**src/rtl/fighter_anim_ctrl_pkg.sv**
```systemverilog
// Shared types and constants for the fighter animation sequencer and the sprite draw mux.
package fighter_pkg;
  localparam int TICKS_PER_FRAME = 6;
  localparam int WALK_FRAMES     = 4;
  localparam int PUNCH_FRAMES    = 3;
  localparam int HITSTUN_TICKS   = 20;
  localparam int JUMP_V          = 12;
  localparam int GRAVITY         = 1;
  localparam int TICK_W          = 5;

  typedef enum logic [2:0] {
    IDLE    = 3'd0,
    WALK    = 3'd1,
    JUMP    = 3'd2,
    PUNCH   = 3'd3,
    HITSTUN = 3'd4
  } anim_state_t;

  typedef enum logic [3:0] {
    SPR_IDLE, SPR_WALK, SPR_JUMP1, SPR_JUMP2, SPR_JUMP3, SPR_JUMP4, SPR_PUNCH, SPR_HITSTUN
  } sprite_sel_t;

  // Jump has one ROM per arc phase; everything else is one ROM indexed by frame.
  function automatic sprite_sel_t sprite_sel(input anim_state_t st, input logic [2:0] frame);
    case (st)
      WALK:    return SPR_WALK;
      PUNCH:   return SPR_PUNCH;
      HITSTUN: return SPR_HITSTUN;
      JUMP: begin
        case (frame[1:0])
          2'd0:    return SPR_JUMP1;
          2'd1:    return SPR_JUMP2;
          2'd2:    return SPR_JUMP3;
          default: return SPR_JUMP4;
        endcase
      end
      default: return SPR_IDLE;
    endcase
  endfunction

  function automatic logic [2:0] jump_frame(input logic signed [7:0] vy);
    if (int'(vy) > JUMP_V / 2)         return 3'd0;
    else if (int'(vy) > 0)             return 3'd1;
    else if (int'(vy) > -(JUMP_V / 2)) return 3'd2;
    else                               return 3'd3;
  endfunction
endpackage

```
**src/rtl/fighter_anim_ctrl_if.sv**
```systemverilog
// Command/status bundle between game logic and one fighter's animation sequencer.
interface fighter_anim_ctrl_if;
  import fighter_pkg::*;
  logic        frame_tick;
  logic        cmd_left, cmd_right, cmd_jump, cmd_punch;
  logic        face_left;
  logic        hit;
  anim_state_t anim_state;
  logic [2:0]  frame_idx;
  logic        mirror;
  logic [7:0]  y_offset;
  logic        busy;
  logic        anim_done;

  modport master (
    output frame_tick, cmd_left, cmd_right, cmd_jump, cmd_punch, face_left, hit,
    input  anim_state, frame_idx, mirror, y_offset, busy, anim_done
  );
  modport slave (
    input  frame_tick, cmd_left, cmd_right, cmd_jump, cmd_punch, face_left, hit,
    output anim_state, frame_idx, mirror, y_offset, busy, anim_done
  );
endinterface

```
**src/rtl/fighter_anim_ctrl_jump_physics.sv**
```systemverilog
// Per-tick ballistic integrator: owns vertical velocity and height above ground.
module jump_physics
  import fighter_pkg::*;
(
  input  logic              i_clk,
  input  logic              i_rst,
  input  logic              i_start,
  input  logic              i_step,
  output logic [7:0]        o_y_offset,
  output logic signed [7:0] o_vy,
  output logic              o_landed
);
  logic [7:0]        r_y;
  logic signed [7:0] r_vy;
  logic signed [9:0] w_sum;

  // Two guard bits so a 255 height plus positive velocity cannot wrap negative.
  assign w_sum      = $signed({2'b00, r_y}) + $signed({{2{r_vy[7]}}, r_vy});
  assign o_landed   = (w_sum <= 10'sd0);
  assign o_y_offset = r_y;
  assign o_vy       = r_vy;

  always_ff @(posedge i_clk) begin
    if (i_rst) begin
      r_y  <= '0;
      r_vy <= '0;
    end else if (i_start) begin
      r_y  <= '0;
      r_vy <= 8'(JUMP_V);
    end else if (i_step) begin
      if (o_landed) begin
        r_y  <= '0;
        r_vy <= '0;
      end else begin
        r_y  <= (w_sum > 10'sd255) ? 8'hFF : w_sum[7:0];
        r_vy <= r_vy - 8'(GRAVITY);
      end
    end
  end
endmodule

```
**src/rtl/fighter_anim_ctrl.sv**
```systemverilog
// Frame-locked animation FSM: picks state, frame, mirror and jump height once per frame_tick.
module fighter_anim_ctrl
  import fighter_pkg::*;
(
  input logic                vga_clk,
  input logic                Reset,
  fighter_anim_ctrl_if.slave bus
);
  anim_state_t       r_state;
  logic [2:0]        r_frame;
  logic [TICK_W-1:0] r_tick;
  logic              r_mirror, r_busy, r_done, r_hit_pend;
  logic              w_hit, w_idle_walk, w_jstart, w_jstep, w_landed;
  logic [7:0]        w_y;
  logic signed [7:0] w_vy, w_vy_next;

  assign w_idle_walk = (r_state == IDLE) || (r_state == WALK);
  assign w_hit       = r_hit_pend | bus.hit;
  assign w_jstart    = bus.frame_tick && w_idle_walk && !w_hit && bus.cmd_jump;
  assign w_jstep     = bus.frame_tick && (r_state == JUMP);
  assign w_vy_next   = w_vy - 8'(GRAVITY);

  jump_physics u_jump (
    .i_clk      (vga_clk),
    .i_rst      (Reset),
    .i_start    (w_jstart),
    .i_step     (w_jstep),
    .o_y_offset (w_y),
    .o_vy       (w_vy),
    .o_landed   (w_landed)
  );

  always_ff @(posedge vga_clk) begin
    if (Reset) begin
      r_state    <= IDLE;
      r_frame    <= '0;
      r_tick     <= '0;
      r_mirror   <= 1'b0;
      r_busy     <= 1'b0;
      r_done     <= 1'b0;
      r_hit_pend <= 1'b0;
    end else begin
      r_done <= 1'b0;
      if (bus.hit && r_state != HITSTUN) r_hit_pend <= 1'b1;
      if (bus.frame_tick) begin
        case (r_state)
          IDLE, WALK: begin
            r_mirror <= bus.face_left;
            r_tick   <= '0;
            r_frame  <= '0;
            if (w_hit) begin
              r_state    <= HITSTUN;
              r_busy     <= 1'b1;
              r_hit_pend <= 1'b0;
            end else if (bus.cmd_jump) begin
              r_state <= JUMP;
              r_busy  <= 1'b1;
            end else if (bus.cmd_punch) begin
              r_state <= PUNCH;
              r_busy  <= 1'b1;
            end else if (bus.cmd_left ^ bus.cmd_right) begin
              r_state <= WALK;
              r_busy  <= 1'b0;
              // Walk cycle keeps its phase while the walk persists.
              if (r_state == WALK) begin
                if (r_tick == TICK_W'(TICKS_PER_FRAME - 1))
                  r_frame <= (r_frame == 3'(WALK_FRAMES - 1)) ? 3'd0 : r_frame + 3'd1;
                else begin
                  r_tick  <= r_tick + 1'b1;
                  r_frame <= r_frame;
                end
              end
            end else begin
              r_state <= IDLE;
              r_busy  <= 1'b0;
            end
          end
          JUMP: begin
            if (w_landed) begin
              r_done  <= 1'b1;
              r_tick  <= '0;
              r_frame <= '0;
              if (w_hit) begin
                r_state    <= HITSTUN;
                r_hit_pend <= 1'b0;
              end else begin
                r_state <= IDLE;
                r_busy  <= 1'b0;
              end
            end else begin
              r_frame <= jump_frame(w_vy_next);
            end
          end
          PUNCH: begin
            if (r_tick == TICK_W'(TICKS_PER_FRAME - 1)) begin
              r_tick <= '0;
              if (r_frame == 3'(PUNCH_FRAMES - 1)) begin
                r_done  <= 1'b1;
                r_frame <= '0;
                if (w_hit) begin
                  r_state    <= HITSTUN;
                  r_hit_pend <= 1'b0;
                end else begin
                  r_state <= IDLE;
                  r_busy  <= 1'b0;
                end
              end else begin
                r_frame <= r_frame + 3'd1;
              end
            end else begin
              r_tick <= r_tick + 1'b1;
            end
          end
          default: begin
            if (r_tick == TICK_W'(HITSTUN_TICKS - 1)) begin
              r_done  <= 1'b1;
              r_tick  <= '0;
              r_state <= IDLE;
              r_busy  <= 1'b0;
            end else begin
              r_tick <= r_tick + 1'b1;
            end
          end
        endcase
      end
    end
  end

  assign bus.anim_state = r_state;
  assign bus.frame_idx  = r_frame;
  assign bus.mirror     = r_mirror;
  assign bus.y_offset   = w_y;
  assign bus.busy       = r_busy;
  assign bus.anim_done  = r_done;
endmodule

```
**src/flat_wrapper.sv**
```systemverilog
// flat-port wrapper written by rule: the top's interface ports become plain ports
module fighter_anim_ctrl_flat import fighter_pkg::*;
  (vga_clk, Reset, bus_frame_tick, bus_cmd_left, bus_cmd_right, bus_cmd_jump, bus_cmd_punch, bus_face_left, bus_hit, bus_anim_state, bus_frame_idx, bus_mirror, bus_y_offset, bus_busy, bus_anim_done);
  fighter_anim_ctrl_if bus_i ();
  input logic vga_clk;
  input logic Reset;
  input wire logic [$bits(bus_i.frame_tick)-1:0] bus_frame_tick;
  input wire logic [$bits(bus_i.cmd_left)-1:0] bus_cmd_left;
  input wire logic [$bits(bus_i.cmd_right)-1:0] bus_cmd_right;
  input wire logic [$bits(bus_i.cmd_jump)-1:0] bus_cmd_jump;
  input wire logic [$bits(bus_i.cmd_punch)-1:0] bus_cmd_punch;
  input wire logic [$bits(bus_i.face_left)-1:0] bus_face_left;
  input wire logic [$bits(bus_i.hit)-1:0] bus_hit;
  output wire logic [$bits(bus_i.anim_state)-1:0] bus_anim_state;
  output wire logic [$bits(bus_i.frame_idx)-1:0] bus_frame_idx;
  output wire logic [$bits(bus_i.mirror)-1:0] bus_mirror;
  output wire logic [$bits(bus_i.y_offset)-1:0] bus_y_offset;
  output wire logic [$bits(bus_i.busy)-1:0] bus_busy;
  output wire logic [$bits(bus_i.anim_done)-1:0] bus_anim_done;
  assign bus_i.frame_tick = bus_frame_tick;
  assign bus_i.cmd_left = bus_cmd_left;
  assign bus_i.cmd_right = bus_cmd_right;
  assign bus_i.cmd_jump = bus_cmd_jump;
  assign bus_i.cmd_punch = bus_cmd_punch;
  assign bus_i.face_left = bus_face_left;
  assign bus_i.hit = bus_hit;
  assign bus_anim_state = bus_i.anim_state;
  assign bus_frame_idx = bus_i.frame_idx;
  assign bus_mirror = bus_i.mirror;
  assign bus_y_offset = bus_i.y_offset;
  assign bus_busy = bus_i.busy;
  assign bus_anim_done = bus_i.anim_done;
  fighter_anim_ctrl u_core (.vga_clk(vga_clk), .Reset(Reset), .bus(bus_i));
endmodule
```
**config.mk**
```make
export PLATFORM = sky130hd
export DESIGN_NAME = fighter_anim_ctrl_flat
export DESIGN_NICKNAME = d
export VERILOG_FILES = /design/src/rtl/fighter_anim_ctrl_pkg.sv /design/src/rtl/fighter_anim_ctrl_if.sv /design/src/rtl/fighter_anim_ctrl_jump_physics.sv /design/src/rtl/fighter_anim_ctrl.sv /design/src/flat_wrapper.sv
export SDC_FILE = /design/constraint.sdc
export NUM_CORES = 1
export LEC_CHECK = 0
export CORE_ASPECT_RATIO = 0.6
export CORE_MARGIN = 2
export CORE_UTILIZATION = 35
export CTS_BUF_LIST = sky130_fd_sc_hd__clkbuf_4 sky130_fd_sc_hd__clkbuf_8
export DETAILED_ROUTE_END_ITERATION = 7
export PLACE_DENSITY = 0.57
export SLEW_MARGIN = 10
export SYNTH_ARGS = -nofsm -noshare
export SYNTH_HDL_FRONTEND = slang
export SYNTH_HIERARCHICAL = 1
export SYNTH_SLANG_ARGS = --single-unit
```
**constraint.sdc**
```tcl
create_clock -name vga_clk -period 3.45 [get_ports vga_clk]
set_clock_uncertainty 0.2 [all_clocks]
set_input_delay 0.5175 -clock vga_clk [delete_from_list [all_inputs] [get_ports vga_clk]]
set_output_delay 0.5175 -clock vga_clk [all_outputs]
set_load 0.005 [all_outputs]
```
Yosys cells after proc, flatten, opt, wreduce, memory -nomap -nowiden
Cells that the tools add are included.
{"block": "classes", "n_eq_ne": 12, "n_addsub": 4, "bitwise": 3, "n_reduce_logical": 18, "muxes": 59, "order_cmp": 5}
{"cell": "$mux W3", "count": 20}
{"cell": "$mux W5", "count": 8}
{"cell": "$mux W8", "count": 3}
{"cell": "$mux W1", "count": 20}
{"cell": "$pmux W3 S3", "count": 2}
{"cell": "$gt A8 B4 Y1 const B", "count": 2}
{"cell": "$pmux W5 S3", "count": 1}
{"cell": "$eq A3 B2 Y1 const B", "count": 4}
{"cell": "$add A9 B8 Y10", "count": 1}
{"cell": "$gt A10 B9 Y1 const B", "count": 1}
{"cell": "$le A10 B1 Y1 const B", "count": 1}
{"cell": "$pmux W1 S3", "count": 3}
{"cell": "$gt A8 B1 Y1 const B", "count": 1}
{"cell": "$mux W4", "count": 2}
{"cell": "$sub A8 B2 Y8 const B", "count": 1}
{"cell": "$ne A7 B6 Y1 const B", "count": 1}
{"cell": "$reduce_or A2 Y1", "count": 3}
{"cell": "$add A5 B1 Y5 const B", "count": 1}
{"cell": "$eq A5 B3 Y1 const B", "count": 1}
{"cell": "$eq A5 B5 Y1 const B", "count": 1}
{"cell": "$logic_and A1 B1 Y1", "count": 5}
{"cell": "$reduce_and A5 Y1", "count": 1}
{"cell": "$ne A2 B1 Y1 const B", "count": 2}
{"cell": "$reduce_and A2 Y1", "count": 2}
{"cell": "other kinds (14)", "count": 14}
{"block": "totals", "inputBits": 9, "reg_bits": 31, "out_inout_bits": 17}

Logic depth before layout (Yosys ltp)
Gate-level depths: netlist (run 1).
{"block": "logic_depth", "word_depth": 9, "mapped_depth": 16, "ltp_nobuf": 15}

By module
Netlist (run 1), hierarchy kept.
{"module": "jump_physics", "n_inst": 1, "cells_per_inst": 134, "area_each_um2": 1203.7}
{"module": "fighter_anim_ctrl", "n_inst": 1, "cells_per_inst": 149, "area_each_um2": 1169.9}

Least setup slack after synthesis (run 1)
OpenSTA, ideal clock, no wires.
{"block": "synth_timing", "path_kind": "register to register", "from": "reg u_core.u_jump.r_vy[0] (netlist: u_core/u_jump/o_vy[0])", "to": "reg u_core.r_state[1] (netlist: u_core/bus.anim_state[1])", "path_stages_with_launch": 17, "period_less_slack_ps": 3733, "setup_slack_ps": -283, "arrival_time_ps": 3406, "path_cell_list": "dfxtp_1 ha_1 inv_1 fa_1 nand2b_1 a21oi_1 o221ai_1 a21oi_1 mux2i_2 nor2_4 nor4b_2 nor2b_1 buf_4 a21boi_2 nand2_2 mux2i_1 nor2_1"}
{"block": "synth_via", "elab_chain_len": 4}
{"item": "start, declared", "line": "fighter_anim_ctrl_jump_physics.sv:14", "text": "logic signed [7:0] r_vy;"}
{"item": "start signal, assigned", "line": "fighter_anim_ctrl_jump_physics.sv:29", "text": "r_vy <= 8'(JUMP_V);"}
{"item": "start signal, assigned", "line": "fighter_anim_ctrl_jump_physics.sv:36", "text": "r_vy <= r_vy - 8'(GRAVITY);"}
{"item": "$add A9 B8 Y10", "line": "fighter_anim_ctrl_jump_physics.sv:18", "text": "assign w_sum = $signed({2'b00, r_y}) + $signed({{2{r_vy[7]}}, r_vy});"}
{"item": "$le A10 B1 Y1", "line": "fighter_anim_ctrl_jump_physics.sv:19", "text": "assign o_landed = (w_sum <= 10'sd0);"}
{"item": "net u_core.w_landed", "line": "fighter_anim_ctrl.sv:13", "text": "logic w_hit, w_idle_walk, w_jstart, w_jstep, w_landed;"}
{"item": "$ne A2 B2 Y1 (no line)"}
{"item": "$reduce_and A5 Y1 (no line)"}
{"item": "end signal, assigned", "line": "fighter_anim_ctrl.sv:35", "text": "r_state <= IDLE;"}
{"item": "end signal, assigned", "line": "fighter_anim_ctrl.sv:52", "text": "r_state <= HITSTUN;"}
{"item": "end signal, assigned", "line": "fighter_anim_ctrl.sv:56", "text": "r_state <= JUMP;"}
{"item": "end, declared", "line": "fighter_anim_ctrl.sv:9", "text": "anim_state_t r_state;"}
The timed path passes the listed nets, and every way through them passes these cells.
A chain may end at the register's enable or synchronous reset.

Worst setup path in the final report (run 1)
{"block": "layout_timing", "from": "reg u_core.u_jump.r_y[0] (netlist: u_core/u_jump/o_y_offset[0])", "to": "reg u_core.r_tick[1]"}
{"block": "layout_via", "elab_chain_len": 4}
{"item": "start, declared", "line": "fighter_anim_ctrl_jump_physics.sv:13", "text": "logic [7:0] r_y;"}
{"item": "start signal, assigned", "line": "fighter_anim_ctrl_jump_physics.sv:35", "text": "r_y <= (w_sum > 10'sd255) ? 8'hFF : w_sum[7:0];"}
{"item": "$add A9 B8 Y10", "line": "fighter_anim_ctrl_jump_physics.sv:18"}
{"item": "$le A10 B1 Y1", "line": "fighter_anim_ctrl_jump_physics.sv:19"}
{"item": "net u_core.w_landed", "line": "fighter_anim_ctrl.sv:13"}
{"item": "$ne A2 B2 Y1 (no line)"}
{"item": "$reduce_and A2 Y1 (no line)"}
{"item": "end signal, assigned", "line": "fighter_anim_ctrl.sv:69", "text": "r_tick <= r_tick + 1'b1;"}
{"item": "end signal, assigned", "line": "fighter_anim_ctrl.sv:111", "text": "r_tick <= r_tick + 1'b1;"}
{"item": "end signal, assigned", "line": "fighter_anim_ctrl.sv:121", "text": "r_tick <= r_tick + 1'b1;"}
{"item": "end, declared", "line": "fighter_anim_ctrl.sv:11", "text": "logic [TICK_W-1:0] r_tick;"}
The timed path passes the listed nets, and every way through them passes these cells.

==> results.json, run 1 <==
{
  "yosys_warnings": 6,
  "place_area_um2": 2840,
  "hold_violations": 0,
  "io_pins": 26,
  "min_period_ps": 3290,
  "yosys_register_bits": 31,
  "vias": 2137,
  "nNetsFinal": 354,
  "instances_no_fill": 413,
  "hp-start": "u_core/bus.mirror",
  "r2r_slack_ps": 160,
  "rr_worst_depth": 14,
  "clock_sinks": 31,
  "cp_cell_sequence": "ha_4 -> inv_1 -> fa_2 -> nand2b_4 -> a21oi_4 -> o221ai_2 -> a21oi_2 -> mux2i_2 -> nor2_4 -> nor4b_4 -> nor2b_2 -> buf_4 -> a31o_2 -> a211oi_1",
  "slew_viol_final": 0,
  "cts_buffers": 5,
  "setup_viol": 0,
  "reg2reg_to": "u_core/r_tick[1]",
  "fp-row-count": 23,
  "cellLeakagePower_nw": 1.15,
  "dp_cells": 402,
  "power_density_nw_per_um2": 323,
  "fmax_ghz": 0.304,
  "viasPerCell": 5.17,
  "yosysUniqueCellTypes": 69,
  "area_growth_syn_to_layout_pct": 27.9,
  "worstPathArrival_ps": 3280,
  "drive_gt1_share_pct": 19.6,
  "critPathMaxFanout": 7,
  "drt_iter0_drc": 71,
  "status": "finished clean",
  "worstHoldPathType": "reg -> reg",
  "r2r_start": "u_core/u_jump/o_y_offset[0]",
  "max_cap_violations": 0,
  "tns_ps": 0,
  "critPathMaxStageDelay_ps": 370,
  "cts.reportedPaths.clkPinSlew_ps": 80,
  "fin_area_um2": 3040,
  "drc_errors": 0,
  "h-tree-depth": 2,
  "rsz0062_at_grt": "no",
  "antenna_found_initial": 0,
  "worstMarginPinSlew_ps": 622,
  "finalCritPeriodShare_pct": 95.3,
  "cts_tree": "built",
  "syn_nets": 312,
  "synth_edf_count": 0,
  "yosysSeqAreaShare_pct": 26.1,
  "cp-start-kind": "register",
  "die_width_um": 110,
  "dieArea_um2": 7480,
  "port_buffers": 25,
  "clk_latency_ps": 290,
  "async_reset_ff_share_pct": 0,
  "initial_core_util_pct": 35.9,
  "wl_per_cell_um": 14.4,
  "syn_avg_cell_area_um2": 8.39,
  "grt_first_pass_wirelength_um": 10000,
  "dr.pass1.iters": 4,
  "critical_path_class": "reg -> reg",
  "clockBufferDepth": 2,
  "dp_hpwl_um": 4520,
  "cp_slowest_cell": "dfxtp_4",
  "irDropWorstVdd_uv": 151,
  "overflow": 0,
  "cp.required_ps": 3440,
  "layout_common_cells": "nor2_1, dfxtp_1, clkdlybuf4s50_1, nand2_1, inv_1",
  "mappedNetlistArea_um2": 2370,
  "grt_use_total_pct": 17.6,
  "diodes": 0,
  "path_delay_family": "compound AO/OA/AOI/OAI gates",
  "ys.flop_type": "dfxtp_1",
  "grt_max_degree": 16,
  "cts_root_buf": "clkbuf_8",
  "crit_buf_inv": 2,
  "grt_pass1_vias": 1948,
  "detail-route-antenna-nets": 0,
  "min_path_cells": 2,
  "gp_congestion": 0.865,
  "die_h_um": 67.8,
  "worstHoldEndpoint": "u_core/bus.mirror",
  "final_common_cell": "nor2_1",
  "relSlewSlack_pct": 58.4,
  "end_kind": "register",
  "netlist_instances": 283,
  "core_um2": 6620,
  "drt_wl_total_um": 5960,
  "ctsHoldBuffers": 0
}
cell usage after synthesis, types with 2 or more instances:
cell type,n,area [um^2]
nand3b_1,2,15.0
xor2_1,9,78.8
o31a_1,2,17.5
a21boi_1,2,15.0
nand2_1,23,86.3
o21ai_0,10,50.1
clkbuf_1,4,15.0
nor4_1,2,12.5
buf_4,2,15.0
nor2b_1,9,56.3
dfxtp_1,31,621
inv_1,20,75.1
a31oi_2,2,25.0
ha_1,19,238
nor3_1,6,30.0
nor2_1,30,113
nand4_1,3,18.8
xnor2_1,9,78.8
o21ai_1,7,35.0
nand2b_1,6,37.5
a211oi_1,4,30.0
nand3_1,4,20.0
a2111oi_2,5,75.1
o211ai_1,3,22.5
and3_1,3,18.8
buf_2,2,10.0
a21oi_1,13,65.1
a22oi_1,2,15.0
a31oi_1,3,18.8
or3_1,7,43.8
worst reg2reg max path, delay by kind of cell, from the launching register on:
family / cells / cell delay, ps
AOI/OAI and AO/OA: 5 / 930
muxes: 1 / 320
and+or+nand+nor: 4 / 650
DFF: 1 / 370
adders and majority gates: 2 / 500
buffers and inverters: 2 / 210
stage by stage:
stage	power [mW]	utilization [%]	hold slack, ps	setup slack, ps
after floorplan	0.538	-	253	13.8
after global placement	0.609	42.9	245	87.3
after detailed placement	0.612	42.9	248	38.2
after CTS	0.985	44.6	259	-2.47
after global routing	1.05	45.9	293	25.7
final	0.979	45.9	257	164
state kept, by name, indices dropped and copies added (netlist names):
register	cells
u_core/bus.anim_done	1
u_core/bus.frame_idx	3
u_core/bus.busy	1
u_core/u_jump/o_vy	8
u_core/bus.anim_state	3
u_core/r_hit_pend	1
u_core/r_tick	5
u_core/u_jump/o_y_offset	8
u_core/bus.mirror	1
per-layer routing:
layer	up-vias	wire, um	share of wire, %	track usage, %
met4	0	10	0.17	2.66
met5	-	0	0	0
li1	1108	-	-	-
met1	974	3430	58	29.1
met3	2	265	4.5	3.28
met2	53	2250	38	22.9
how the worst max path moves through the flow:
stage | startpoint | slack [ps] | endpoint | depth (start not counted)
2_1_floorplan | u_core/u_jump/o_vy[0] | 10 | u_core/bus.anim_state[1] | 16
3_3_place_gp | u_core/u_jump/o_y_offset[0] | 90 | u_core/r_tick[1] | 14
3_5_place_dp | u_core/u_jump/o_y_offset[0] | 40 | u_core/bus.anim_state[0] | 15
4_1_cts | u_core/u_jump/o_y_offset[0] | -2 | u_core/bus.anim_state[0] | 15
5_1_grt | u_core/u_jump/o_y_offset[0] | 30 | u_core/bus.anim_state[0] | 15
6_report | u_core/u_jump/o_y_offset[0] | 160 | u_core/r_tick[1] | 14
layout make-up:
class                           count  area (um^2)
Fill cell                         678         3580
Multi-Input combinational cell    224         1720
Sequential cell                    31          629
Timing Repair Buffer               43          385
Tap cell                           87          109
Inverter                           20         75.1
Clock buffer                        5         68.8
Clock inverter                      3         43.8
cell families (layout without fill, tap and decap cells):
group | count (synthesis) | after routing | synth area share [%]
fa+ha+maj | 20 | 20 | 10.9
simple gates | 113 | 113 | 27.0
flops | 31 | 31 | 26.1
mux | 2 | 2 | 1.00
buf+inv | 28 | 71 | 4.85
compound gates | 71 | 71 | 23.5
xor+xnor | 18 | 18 | 6.64
power breakdown:
part | switching, mW | internal [mW] | total (mW)
sequential | 0.0156 | 0.369 | 0.385
combinational | 0.122 | 0.106 | 0.229
clock | 0.150 | 0.215 | 0.366
total | 0.289 | 0.691 | 0.979
timing repair:
item | in CTS | in global routing
pin swaps | 0 | 3
resized for setup | 0 | 11
endpoints found under the setup margin | 2 | 10
setup buffers | 0 | 3
cloned | 0 | 0
(Power assumes the default switching activity.)
==> inputs of run 2 (changes only) <==
--- a/config.mk
+++ b/config.mk
@@ -6,4 +6,5 @@
 export NUM_CORES = 1
 export LEC_CHECK = 0
+export ABC_AREA = 1
 export CORE_ASPECT_RATIO = 0.6
 export CORE_MARGIN = 2
@@ -11,5 +12,5 @@
 export CTS_BUF_LIST = sky130_fd_sc_hd__clkbuf_4 sky130_fd_sc_hd__clkbuf_8
 export DETAILED_ROUTE_END_ITERATION = 7
-export PLACE_DENSITY = 0.57
+export PLACE_DENSITY = 0.56
 export SLEW_MARGIN = 10
 export SYNTH_ARGS = -nofsm -noshare
--- a/constraint.sdc
+++ b/constraint.sdc
@@ -3,3 +3,3 @@
 set_input_delay 0.5175 -clock vga_clk [delete_from_list [all_inputs] [get_ports vga_clk]]
 set_output_delay 0.5175 -clock vga_clk [all_outputs]
-set_load 0.005 [all_outputs]
+set_load 0.1 [all_outputs]
==> run 2 against run 1 <==
Against the previous run:
- count of clock-buffer cells in the layout rose by 3
- die area rose by 8.7%
- worst hold slack improved by 16 ps
- register-to-register slack improved by 180 ps
- non-clock buffer count fell by 12
- sequential share of layout area fell by 0.091 points
- critical path type unchanged
- area after synthesis rose by 9.1%
- core utilization fell by 3.7 points
- highest routed layer unchanged
==> results.json, run 2 <==
{
  "nNetsFinal": 445,
  "yosysTopAreaCell": "dfxtp_1",
  "cts_buffers": 5,
  "instances_no_fill": 508,
  "grt_pass1_vias": 2191,
  "vias": 2507,
  "clkPwrFrac_pct": 28.5,
  "yosysSeqAreaShare_pct": 24.0,
  "clk_latency_ps": 290,
  "status": "finished clean",
  "critPathMaxStageDelay_ps": 410,
  "fmax_ghz": 0.322,
  "grt_max_degree": 18,
  "port_buffers": 25,
  "diodes": 0,
  "yosys_warnings": 6,
  "die_width_um": 115,
  "p_comb_share_pct": 37.3,
  "tns_ps": 0,
  "setup_viol": 0,
  "path_delay_family": "simple AND/OR/NAND/NOR gates",
  "netlist_instances": 383,
  "post-synth-top-count-cell": "nand2_1",
  "gp_congestion": 0.869,
  "h-tree-depth": 2,
  "crit_buf_inv": 6,
  "drive_gt1_share_pct": 19.4,
  "async_reset_ff_share_pct": 0,
  "p_int_mw": 0.705,
  "end_kind": "register",
  "cpMostUsedCell": "inv_1",
  "cp_cell_sequence": "ha_1 -> inv_1 -> fa_1 -> inv_1 -> nand3_1 -> nand2_2 -> nand2_1 -> nand2_1 -> nand3_1 -> nor2_1 -> nand3_1 -> nand2_2 -> nand2_8 -> inv_1 -> inv_1 -> nand2_4 -> nand2_4 -> clkinv_4 -> nand2_2 -> inv_2 -> nand3_2 -> o21ai_2 -> nand2_1 -> a21oi_2",
  "hold_slack_ps": 273,
  "ctsHoldBuffers": 0,
  "seq_power_share_pct": 34.2,
  "overflow": 0,
  "hp-start": "u_core/bus.mirror",
  "ys_top_cells_by_count": "nand2_1, inv_1, nor2_1",
  "mappedNetlistArea_um2": 2590,
  "hold_violations": 0,
  "finalCritPeriodShare_pct": 90.0,
  "dr.pass1.iters": 4,
  "drt_wl_total_um": 6470,
  "initial_core_util_pct": 35.9,
  "place_area_um2": 2910,
  "die_h_um": 70.6,
  "yosys_register_bits": 31,
  "power_density_nw_per_um2": 389,
  "syn_avg_cell_area_um2": 6.76,
  "min_period_ps": 3100,
  "grt_first_pass_wirelength_um": 10800,
  "irDropWorstVdd_uv": 202,
  "critical_path_class": "reg -> reg",
  "cts_tree": "built",
  "worstPathArrival_ps": 3140,
  "wl_per_cell_um": 12.7,
  "slew_viol_final": 0,
  "cp-start-kind": "register",
  "worstHoldPathType": "reg -> reg",
  "syn_nets": 412,
  "dieArea_um2": 8130,
  "synth_edf_count": 0,
  "swShare_pct": 40.4,
  "final_common_cell": "nand2_1",
  "layout_common_cells": "nand2_1, inv_1, nor2_1, nand3_1, dfxtp_1",
  "critPathMaxFanout": 7,
  "rsz0062_at_grt": "no",
  "ys.flop_type": "dfxtp_1",
  "clock_sinks": 31,
  "antenna_found_initial": 0,
  "synth.area.top_cells": "dfxtp_1, nand2_1, inv_1",
  "yosysUniqueCellTypes": 41,
  "p_sw_mw": 0.478,
  "core_um2": 7210,
  "power_mw": 1.18,
  "fin_area_um2": 3040,
  "fp-row-count": 24,
  "synth_top_area_share_pct": 24.0,
  "viasPerCell": 4.94,
  "drt_iter0_drc": 129,
  "cellLeakagePower_nw": 1.45,
  "clockBufferDepth": 2,
  "drc_errors": 0,
  "grt_use_total_pct": 16.8,
  "r2r_start": "u_core/u_jump/o_vy[0]",
  "dp_hpwl_um": 5070,
  "dp_cells": 498,
  "io_pins": 26,
  "timing.critical_path.from": "u_core/u_jump/o_vy[0]",
  "detail-route-antenna-nets": 0,
  "max_cap_violations": 0,
  "area_growth_syn_to_layout_pct": 17.2,
  "worstMarginPinSlew_ps": 988,
  "layout_setup_ws_ps": 345,
  "cts_root_buf": "clkbuf_8",
  "cp.required_ps": 3480,
  "relSlewSlack_pct": 33.9,
  "dpl_worst_slack_ps": 133,
  "cts.reportedPaths.clkPinSlew_ps": 70,
  "cp_slowest_cell": "fa_1",
  "final_util_pct": 42.1
}
==> run 2: cell types whose count changed in the layout (fill, tap and decap cells not counted), moves of 7 or more <==
cell             before  now
or3_1                 7    0
a21oi_2               1    9
nand2_1              23   74
a21oi_1              10   24
clkdlybuf4s50_1      25   13
nor2_1               30   38
nand3_2               0    7
nor2b_1               8    0
nand3_1               4   37
nand2_2               1    9
inv_1                20   64
==> run 2: cells by family (layout without fill, tap and decap cells) <==
kind of cell / Yosys count / in the layout / synth area share (%)
compound gates: 56 / 56 / 14.2
simple gates: 195 / 195 / 37.3
xor+xnor: 7 / 7 / 2.37
buf+inv: 74 / 108 / 12.3
fa+ha+maj: 20 / 20 / 9.95
flops: 31 / 31 / 24.0
==> run 2: repair_timing <==
item / CTS / global route
setup buffers: 0 / 2
setup endpoints to repair: 0 / 5
gates resized for setup: 0 / 4
==> run 2: cell type report <==
| class | instances | area [um^2] |
|---|---|---|
| fill | 735 | 4170 |
| multi-input combinational | 278 | 1660 |
| inverter | 69 | 264 |
| sequential | 31 | 627 |
| tap | 91 | 114 |
| clock buffer | 8 | 104 |
| timing repair buffer | 31 | 265 |
==> run 2: final timing paths <==
check | end | slack (ps) | depth (start not counted)
min | u_core/bus.mirror | 270 | 2
min reg2reg | u_core/bus.mirror | 270 | 2
max | u_core/bus.busy | 350 | 24
max reg2reg | u_core/bus.busy | 350 | 24
==> run 2: per-layer routing <==
metal / vias to the layer above / GRT usage (%) / wire length (um)
met3: 8 / 3.51 / 328
met4: 0 / 4.82 / 68
li1: 1303 / - / -
met1: 1145 / 27.4 / 3750
met2: 51 / 21.4 / 2320
met5: - / 0 / 0
==> run 2: power groups by stage <==
stage | combinational [mW] | sequential (mW) | clock (mW)
after floorplan | 0.278 | 0.482 | 0
after global placement | 0.414 | 0.413 | 0
after detailed placement | 0.419 | 0.412 | 0
after CTS | 0.421 | 0.405 | 0.345
after global routing | 0.485 | 0.408 | 0.363
final | 0.441 | 0.404 | 0.337
==> run 2: worst min-delay path, cell delays in order, from the launching register on <==
cell,delay (ps)
dfxtp_1,310
o21ai_0,60
a21oi_1,60
